File: src/rtl/cnn_pkg.sv
// Shared definitions for the CNN_Two_Layer sequencer.
//  - Default datapath widths (image, filter1, filter2, convolution result).
//  - seq_state_t: the ten states of the sequencer, in execution order.
package cnn_pkg;

  localparam int IMG_W = 4;   // image tap, unsigned
  localparam int F1_W  = 4;   // layer-1 filter tap, signed
  localparam int F2_W  = 10;  // layer-2 filter tap, signed
  localparam int RES_W = 22;  // ConvResult, signed

  typedef enum logic [3:0] {
    S_IDLE,
    S_L1_PRE,
    S_L1_RUN,
    S_L1_FLUSH,
    S_L1_READ,
    S_L2_PRE,
    S_L2_RUN,
    S_L2_FLUSH,
    S_L2_READ,
    S_DONE
  } seq_state_t;

endpackage

File: src/rtl/cnn_tap_counter.sv
// Saturating tap-index counter.
//  clk, rst_n : clock, synchronous active-low reset
//  clear      : force count to 0 (wins over enable)
//  enable     : advance by one, holding at limit-1
//  limit      : number of taps in the current pass (1..2**CNT_W)
//  count      : current tap index
//  last       : count has reached limit-1
module cnn_tap_counter #(
  parameter int CNT_W = 4
) (
  input  logic             clk,
  input  logic             rst_n,
  input  logic             clear,
  input  logic             enable,
  input  logic [CNT_W:0]   limit,
  output logic [CNT_W-1:0] count,
  output logic             last
);

  logic [CNT_W-1:0] count_q, count_d;

  assign last  = ({1'b0, count_q} == (limit - 1'b1));
  assign count = count_q;

  always_comb begin
    count_d = count_q;
    if (clear) begin
      count_d = '0;
    end else if (enable && !last) begin
      count_d = count_q + 1'b1;
    end
  end

  always_ff @(posedge clk) begin
    if (!rst_n) begin
      count_q <= '0;
    end else begin
      count_q <= count_d;
    end
  end

endmodule

File: src/rtl/cnn_two_layer_seq.sv
// Sequencer for the CNN_Two_Layer datapath.
// On an accepted go it prefetches image/filter1 taps from 1-cycle-latency
// memories and streams them under Start1, flushes, raises ReadEn1, streams
// filter2 taps under Start2, flushes, raises ReadEn2, captures ConvResult
// and pulses done. abort (non-IDLE) returns to IDLE at the next edge.
// Ports:
//  clk, rst_n            clock, synchronous active-low reset
//  go, abort             host start request / cancel
//  busy, done            not-IDLE flag / one-cycle completion pulse
//  img/f1/f2 _addr/_rdata tap memory interfaces (sync read, 1-cycle latency)
//  Start1, Image, Filter1, ReadEn1, Start2, Filter2, ReadEn2
//                        datapath controls and registered tap data
//  ConvResult            datapath result
//  result, result_valid  captured result and its validity
module cnn_two_layer_seq #(
  parameter int IMG_W   = cnn_pkg::IMG_W,
  parameter int F1_W    = cnn_pkg::F1_W,
  parameter int F2_W    = cnn_pkg::F2_W,
  parameter int RES_W   = cnn_pkg::RES_W,
  parameter int L1_TAPS = 15,
  parameter int L2_TAPS = 15,
  parameter int ADDR_W  = 4,
  parameter int SETTLE1 = 1,
  parameter int RES_LAT = 2
) (
  input  logic                    clk,
  input  logic                    rst_n,
  input  logic                    go,
  input  logic                    abort,
  output logic                    busy,
  output logic                    done,
  output logic [ADDR_W-1:0]       img_addr,
  input  logic [IMG_W-1:0]        img_rdata,
  output logic [ADDR_W-1:0]       f1_addr,
  input  logic [F1_W-1:0]         f1_rdata,
  output logic [ADDR_W-1:0]       f2_addr,
  input  logic [F2_W-1:0]         f2_rdata,
  output logic                    Start1,
  output logic [IMG_W-1:0]        Image,
  output logic signed [F1_W-1:0]  Filter1,
  output logic                    ReadEn1,
  output logic                    Start2,
  output logic signed [F2_W-1:0]  Filter2,
  output logic                    ReadEn2,
  input  logic signed [RES_W-1:0] ConvResult,
  output logic signed [RES_W-1:0] result,
  output logic                    result_valid
);

  import cnn_pkg::*;

  localparam int WAIT_W = 8;

  seq_state_t state_q, state_d;

  // tap counter shared by both layers
  logic [ADDR_W:0]   tap_limit;
  logic [ADDR_W-1:0] tap_idx;
  logic              tap_last;
  logic              tap_clear;
  logic              tap_en;

  // settle / result-latency wait counter
  logic [WAIT_W-1:0] wait_q, wait_d;
  logic [WAIT_W-1:0] wait_len;
  logic              wait_last;
  logic              in_read;

  // address generation
  logic [ADDR_W+1:0] lead_raw, lead_max;
  logic [ADDR_W-1:0] lead_addr;

  // registered datapath outputs
  logic                    start1_q, start1_d;
  logic [IMG_W-1:0]        image_q, image_d;
  logic signed [F1_W-1:0]  filter1_q, filter1_d;
  logic                    start2_q, start2_d;
  logic signed [F2_W-1:0]  filter2_q, filter2_d;
  logic signed [RES_W-1:0] result_q, result_d;
  logic                    result_valid_q, result_valid_d;

  assign tap_limit = (state_q inside {S_L2_PRE, S_L2_RUN}) ? (ADDR_W+1)'(L2_TAPS)
                                                           : (ADDR_W+1)'(L1_TAPS);
  assign tap_clear = !(state_q inside {S_L1_RUN, S_L2_RUN});
  assign tap_en    = !tap_clear;

  cnn_tap_counter #(
    .CNT_W (ADDR_W)
  ) u_tap_counter (
    .clk    (clk),
    .rst_n  (rst_n),
    .clear  (tap_clear),
    .enable (tap_en),
    .limit  (tap_limit),
    .count  (tap_idx),
    .last   (tap_last)
  );

  assign in_read   = state_q inside {S_L1_READ, S_L2_READ};
  assign wait_len  = (state_q == S_L2_READ) ? WAIT_W'(RES_LAT) : WAIT_W'(SETTLE1);
  assign wait_last = (wait_q == (wait_len - 1'b1));
  assign wait_d    = in_read ? (wait_q + 1'b1) : '0;

  // State register
  always_ff @(posedge clk) begin
    if (!rst_n) begin
      state_q <= S_IDLE;
      wait_q  <= '0;
    end else begin
      state_q <= state_d;
      wait_q  <= wait_d;
    end
  end

  // Next-state logic
  always_comb begin
    state_d = state_q;
    unique case (state_q)
      S_IDLE:     if (go && !abort) state_d = S_L1_PRE;
      S_L1_PRE:   state_d = S_L1_RUN;
      S_L1_RUN:   if (tap_last) state_d = S_L1_FLUSH;
      S_L1_FLUSH: state_d = S_L1_READ;
      S_L1_READ:  if (wait_last) state_d = S_L2_PRE;
      S_L2_PRE:   state_d = S_L2_RUN;
      S_L2_RUN:   if (tap_last) state_d = S_L2_FLUSH;
      S_L2_FLUSH: state_d = S_L2_READ;
      S_L2_READ:  if (wait_last) state_d = S_DONE;
      S_DONE:     state_d = S_IDLE;
      default:    state_d = S_IDLE;
    endcase
    if (abort && (state_q != S_IDLE)) begin
      state_d = S_IDLE;
    end
  end

  // Output logic.
  // The tap registers sample rdata one cycle after the address, and the
  // address is issued one cycle before the PRE state (IDLE/READ drive 0).
  // So the address runs two taps ahead of the run index: 1 in PRE, k+2 in
  // run cycle k, saturating at TAPS-1. That keeps output tap k == mem[k].
  always_comb begin
    busy    = (state_q != S_IDLE);
    done    = (state_q == S_DONE);
    ReadEn1 = state_q inside {S_L1_READ, S_L2_PRE, S_L2_RUN, S_L2_FLUSH, S_L2_READ};
    ReadEn2 = (state_q == S_L2_READ);

    lead_max = {1'b0, tap_limit} - 1'b1;
    if (state_q inside {S_L1_PRE, S_L2_PRE}) begin
      lead_raw = (ADDR_W+2)'(1);
    end else begin
      lead_raw = {2'b00, tap_idx} + (ADDR_W+2)'(2);
    end
    lead_addr = (lead_raw > lead_max) ? lead_max[ADDR_W-1:0] : lead_raw[ADDR_W-1:0];

    img_addr = (state_q inside {S_L1_PRE, S_L1_RUN}) ? lead_addr : '0;
    f1_addr  = img_addr;
    f2_addr  = (state_q inside {S_L2_PRE, S_L2_RUN}) ? lead_addr : '0;

    start1_d  = (state_d == S_L1_RUN);
    image_d   = start1_d ? img_rdata : '0;
    filter1_d = start1_d ? f1_rdata  : '0;
    start2_d  = (state_d == S_L2_RUN);
    filter2_d = start2_d ? f2_rdata  : '0;

    result_d       = result_q;
    result_valid_d = result_valid_q;
    if (state_q == S_IDLE) begin
      if (go && !abort) result_valid_d = 1'b0;
    end else if (abort) begin
      result_valid_d = 1'b0;
    end else if ((state_q == S_L2_READ) && wait_last) begin
      result_d       = ConvResult;
      result_valid_d = 1'b1;
    end
  end

  always_ff @(posedge clk) begin
    if (!rst_n) begin
      start1_q       <= 1'b0;
      image_q        <= '0;
      filter1_q      <= '0;
      start2_q       <= 1'b0;
      filter2_q      <= '0;
      result_q       <= '0;
      result_valid_q <= 1'b0;
    end else begin
      start1_q       <= start1_d;
      image_q        <= image_d;
      filter1_q      <= filter1_d;
      start2_q       <= start2_d;
      filter2_q      <= filter2_d;
      result_q       <= result_d;
      result_valid_q <= result_valid_d;
    end
  end

  assign Start1       = start1_q;
  assign Image        = image_q;
  assign Filter1      = filter1_q;
  assign Start2       = start2_q;
  assign Filter2      = filter2_q;
  assign result       = result_q;
  assign result_valid = result_valid_q;

endmodule

File: config.mk
export PLATFORM = sky130hd
export DESIGN_NAME = cnn_two_layer_seq
export DESIGN_NICKNAME = d
export VERILOG_FILES = /design/src/rtl/cnn_pkg.sv /design/src/rtl/cnn_tap_counter.sv /design/src/rtl/cnn_two_layer_seq.sv
export SDC_FILE = /design/constraint.sdc
export NUM_CORES = 1
export LEC_CHECK = 0
export BUFFER_PORTS_ARGS = -buffer_cell sky130_fd_sc_hd__buf_4
export CORE_MARGIN = 5
export CORE_UTILIZATION = 52
export CTS_CLUSTER_SIZE = 12
export DETAILED_ROUTE_END_ITERATION = 7
export PLACE_DENSITY = 0.83
export SETUP_SLACK_MARGIN = 0.15
export SYNTH_ARGS = -nofsm -noshare
export SYNTH_HDL_FRONTEND = slang
export SYNTH_HIERARCHICAL = 1
export SYNTH_SLANG_ARGS = --single-unit
File: constraint.sdc
create_clock -name clk -period 4.3 [get_ports clk]
set_input_delay 0.645 -clock clk [delete_from_list [all_inputs] [get_ports clk]]
set_output_delay 0.645 -clock clk [all_outputs]
set_load 0.01 [all_outputs]
==> summary.txt <==
Logic synthesis
  • Synth Cell Area: 2580 sq um
  • Avg Cell Area, Syn: 9.31 sq um
  • FF+latch count, synth: 59
  • Post-synth EDFFs: 0
  • Area leader, netlist: dfxtp_1
  • Post-synthesis sequential area ratio: 45.8%
  • Dominant synthesized flop cell: dfxtp_1
  • Cells after Synth: 277
  • Yosys warning count: 6
  • Simple-Gate Fraction of Synth Area: 27.7%
  • Main combinational cell family by area after synthesis: simple AND/OR/NAND/NOR gates
  • Synth top area share: 45.8%
  • Fraction of synthesized area in multiplexers: 8.93%
  • Number of library cell types mapped by synthesis: 45
  • Post-synthesis async set-or-reset flop share: 0%
  • Synth area leaders: dfxtp_1, mux2i_1, nand2_1, and2_1, nor2_1
  • Post-synthesis adder-cell area fraction: 1.94%
  • Post-synthesis xor/xnor area fraction: 4.42%
  • Complex-gate fraction of the synthesized area: 6.02%

Timing
  • Setup WS post-layout: 1.69 ns
  • Final setup vio count: 0
  • Slew Limit Fails: 0
  • Hold Violations, Final: 0
  • F_max: 0.384 GHz
  • Rel. slew slack: 48.0%
  • Fin crit period: 2.61 ns
  • Post-route setup TNS: 0 ns
  • Fin crit share: 60.6%
  • Clock Skew: 0.00532 ns
  • Hold WS: 0.458 ns
  • RSZ-0062 raised after global routing: no
  • Slew @ Worst Pin: 0.773 ns

Clock tree
  • Clock root cell: clkbuf_8
  • Total CTS buffers: 9
  • Skew-Pair Late Insertion Delay: 0.33 ns
  • Post-cts sizing count: 0
  • Clock sinks: 59
  • Reg clk slew, reported paths: 0.07 ns
  • Setup bufs post-CTS: 0
  • H-Tree Depth: 3
  • CTS tree: built
  • Hold_buf cts: 0
  • Max Buffers Root-to-Sink: 2

Floorplanning
  • Die height: 80.4 um
  • Total die area: 6470 sq um
  • Starting Density: 54.2%
  • IO Pins: 103
  • Die width: 80.4 um
  • Num rows: 25
  • Area of the core: 4750 sq um

Routing
  • Via Count: 2227
  • Post-DRT Antenna Nets: 0
  • Drt first-iter violations: 124
  • Detail-routed via count per cell: 4.81
  • Pre-Repair DR Iteration Count: 4
  • Drt drc: 0
  • Per-cell routed wire length: 12.9 um
  • Routed WL: 5.98 mm

Flow run
  • Max Cap Viol: 0

Placement
  • Placed wire-length estimate: 4.54 mm
  • RD Place Congestion: 0.748
  • Buffers on Ports: 102
  • Worst slack at placement: 1.58 ns

Global routing
  • Overall Global Routing Usage: 19.6%
  • GRT overflow: 0
  • Largest net degree at the start of global routing: 50
  • Initial antenna violation count: 0
  • Vias in the first global route: 2135
  • First-pass GRT wire length: 9.68 mm

Worst setup path
  • Worst Setup Start Kind: flip-flop
  • Critical Path Fanout Max: 12
  • CP Data Arrival Time: 1.96 ns
  • Setup CP Type: reg2out
  • WP data required: 3.65 ns
  • Crit. End Element: primary output

Final layout
  • Filler cell count in the final layout: 381
  • # nets final: 439
  • # diodes: 0
  • Area grow syn2layout: 38.2%
  • Layout cells sized above 1: 32.1%

Power
  • Maximum VDD drop: 0.227 mV
  • Overall power: 0.00106 W
  • Leakage power figure: 1.57 nW
  • Pwr/cell area: 297 nW/um^2

Worst hold path
  • Hold Path Class: reg2reg

Outcome
  • Status: complete, no violations
==> synth_stat cells (4+ instances only) <==
master,instances
a31oi_1,4
o21ai_1,5
ha_1,4
xnor2_1,7
nand2b_1,7
buf_4,4
inv_1,5
clkbuf_1,6
nand2_1,53
nor2b_1,4
nand3_1,5
dfxtp_1,59
mux2i_1,23
and2_1,19
a21oi_1,6
nor2_1,21
xor2_1,6
==> cells by family after synthesis <==
kind of cell	count (synthesis)
adders and majority gates	4
and+or+nand+nor	135
buffers and inverters	19
muxes	23
xor gates and xnor gates	13
other	2
DFF	59
AOI/OAI and AO/OA	22
==> routing by layer <==
metal	vias to the layer above	routed length, um	GRT usage [%]
met4	0	80	6.59
met1	1001	2320	20.9
met2	76	3020	33.6
met5	-	0	0
met3	10	555	9.42
li1	1140	-	-
==> critical path, stage by stage (launching register included) <==
cell,delay (ns)
dfxtp_1,0.55
ha_1,0.28
xor2_1,0.15
nand3b_1,0.11
a41oi_1,0.29
nor2_1,0.10
buf_4,0.16
==> cell usage in the layout (no fill, tap or decap), types with 2 or more instances in the layout <==
cell type and n:
a21oi_1 6, a31oi_1 4, and2_1 19, and3_1 2, buf_4 103, clkbuf_8 9, clkinv_4 2, clkinvlp_4 3
conb_1 16, dfxtp_1 59, ha_1 4, inv_1 5, mux2i_1 23, nand2_1 53, nand2b_1 7, nand3_1 5
nand3b_1 3, nand4_1 2, nor2_1 21, nor2b_1 4, nor3_1 3, nor4_2 2, o21ai_0 2, o21ai_1 5
or3_1 3, xnor2_1 7, xor2_1 6
==> power by group <==
group	internal [W]	leakage (nW)	switching (W)
combinational	0.0000400	1.01	0.0000322
sequential	0.000548	0.475	0.00000199
clock	0.000211	0.0818	0.000227
==> final timing paths <==
path / cells past startpoint / endpoint / start / slack (ns)
setup / recovery: 6 / img_addr[0] / u_tap_counter/count[2] / 1.69
hold reg to reg: 2 / result[17] / result[17] / 0.46
hold / removal: 2 / result[17] / result[17] / 0.46
setup reg to reg: 7 / Filter2[9] / u_tap_counter/count[2] / 1.86
==> final cells by class <==
| cell class | instances | area (sq um) | area share (%) |
|---|---|---|---|
| clock inverter | 7 | 53.8 | 1.51 |
| tap | 67 | 83.8 | 2.35 |
| clock buffer | 9 | 124 | 3.48 |
| inverter | 5 | 18.8 | 0.527 |
| multi-input combinational | 213 | 1330 | 37.3 |
| sequential | 59 | 1180 | 33.1 |
| timing repair buffer | 103 | 773 | 21.7 |
==> flip-flops by register name, indices dropped and copies added, names as in the netlist <==
name / count
wait_q: 8
Filter1: 4
result: 22
Start1: 1
result_valid: 1
Filter2: 10
Start2: 1
Image: 4
state_q: 4
u_tap_counter/count: 4
==> per-stage QoR <==
stage / utilization [%] / std cells / instance area (sq um)
detailed placement: 71.1 / 447 / 3380
global placement: 71.1 / 447 / 3380
finish: 74.9 / 463 / 3560
CTS: 74.8 / 463 / 3560
floorplan: - / 291 / 2630
global route: 74.9 / 463 / 3560
No activity file was read; power rests on OpenSTA's default activity.
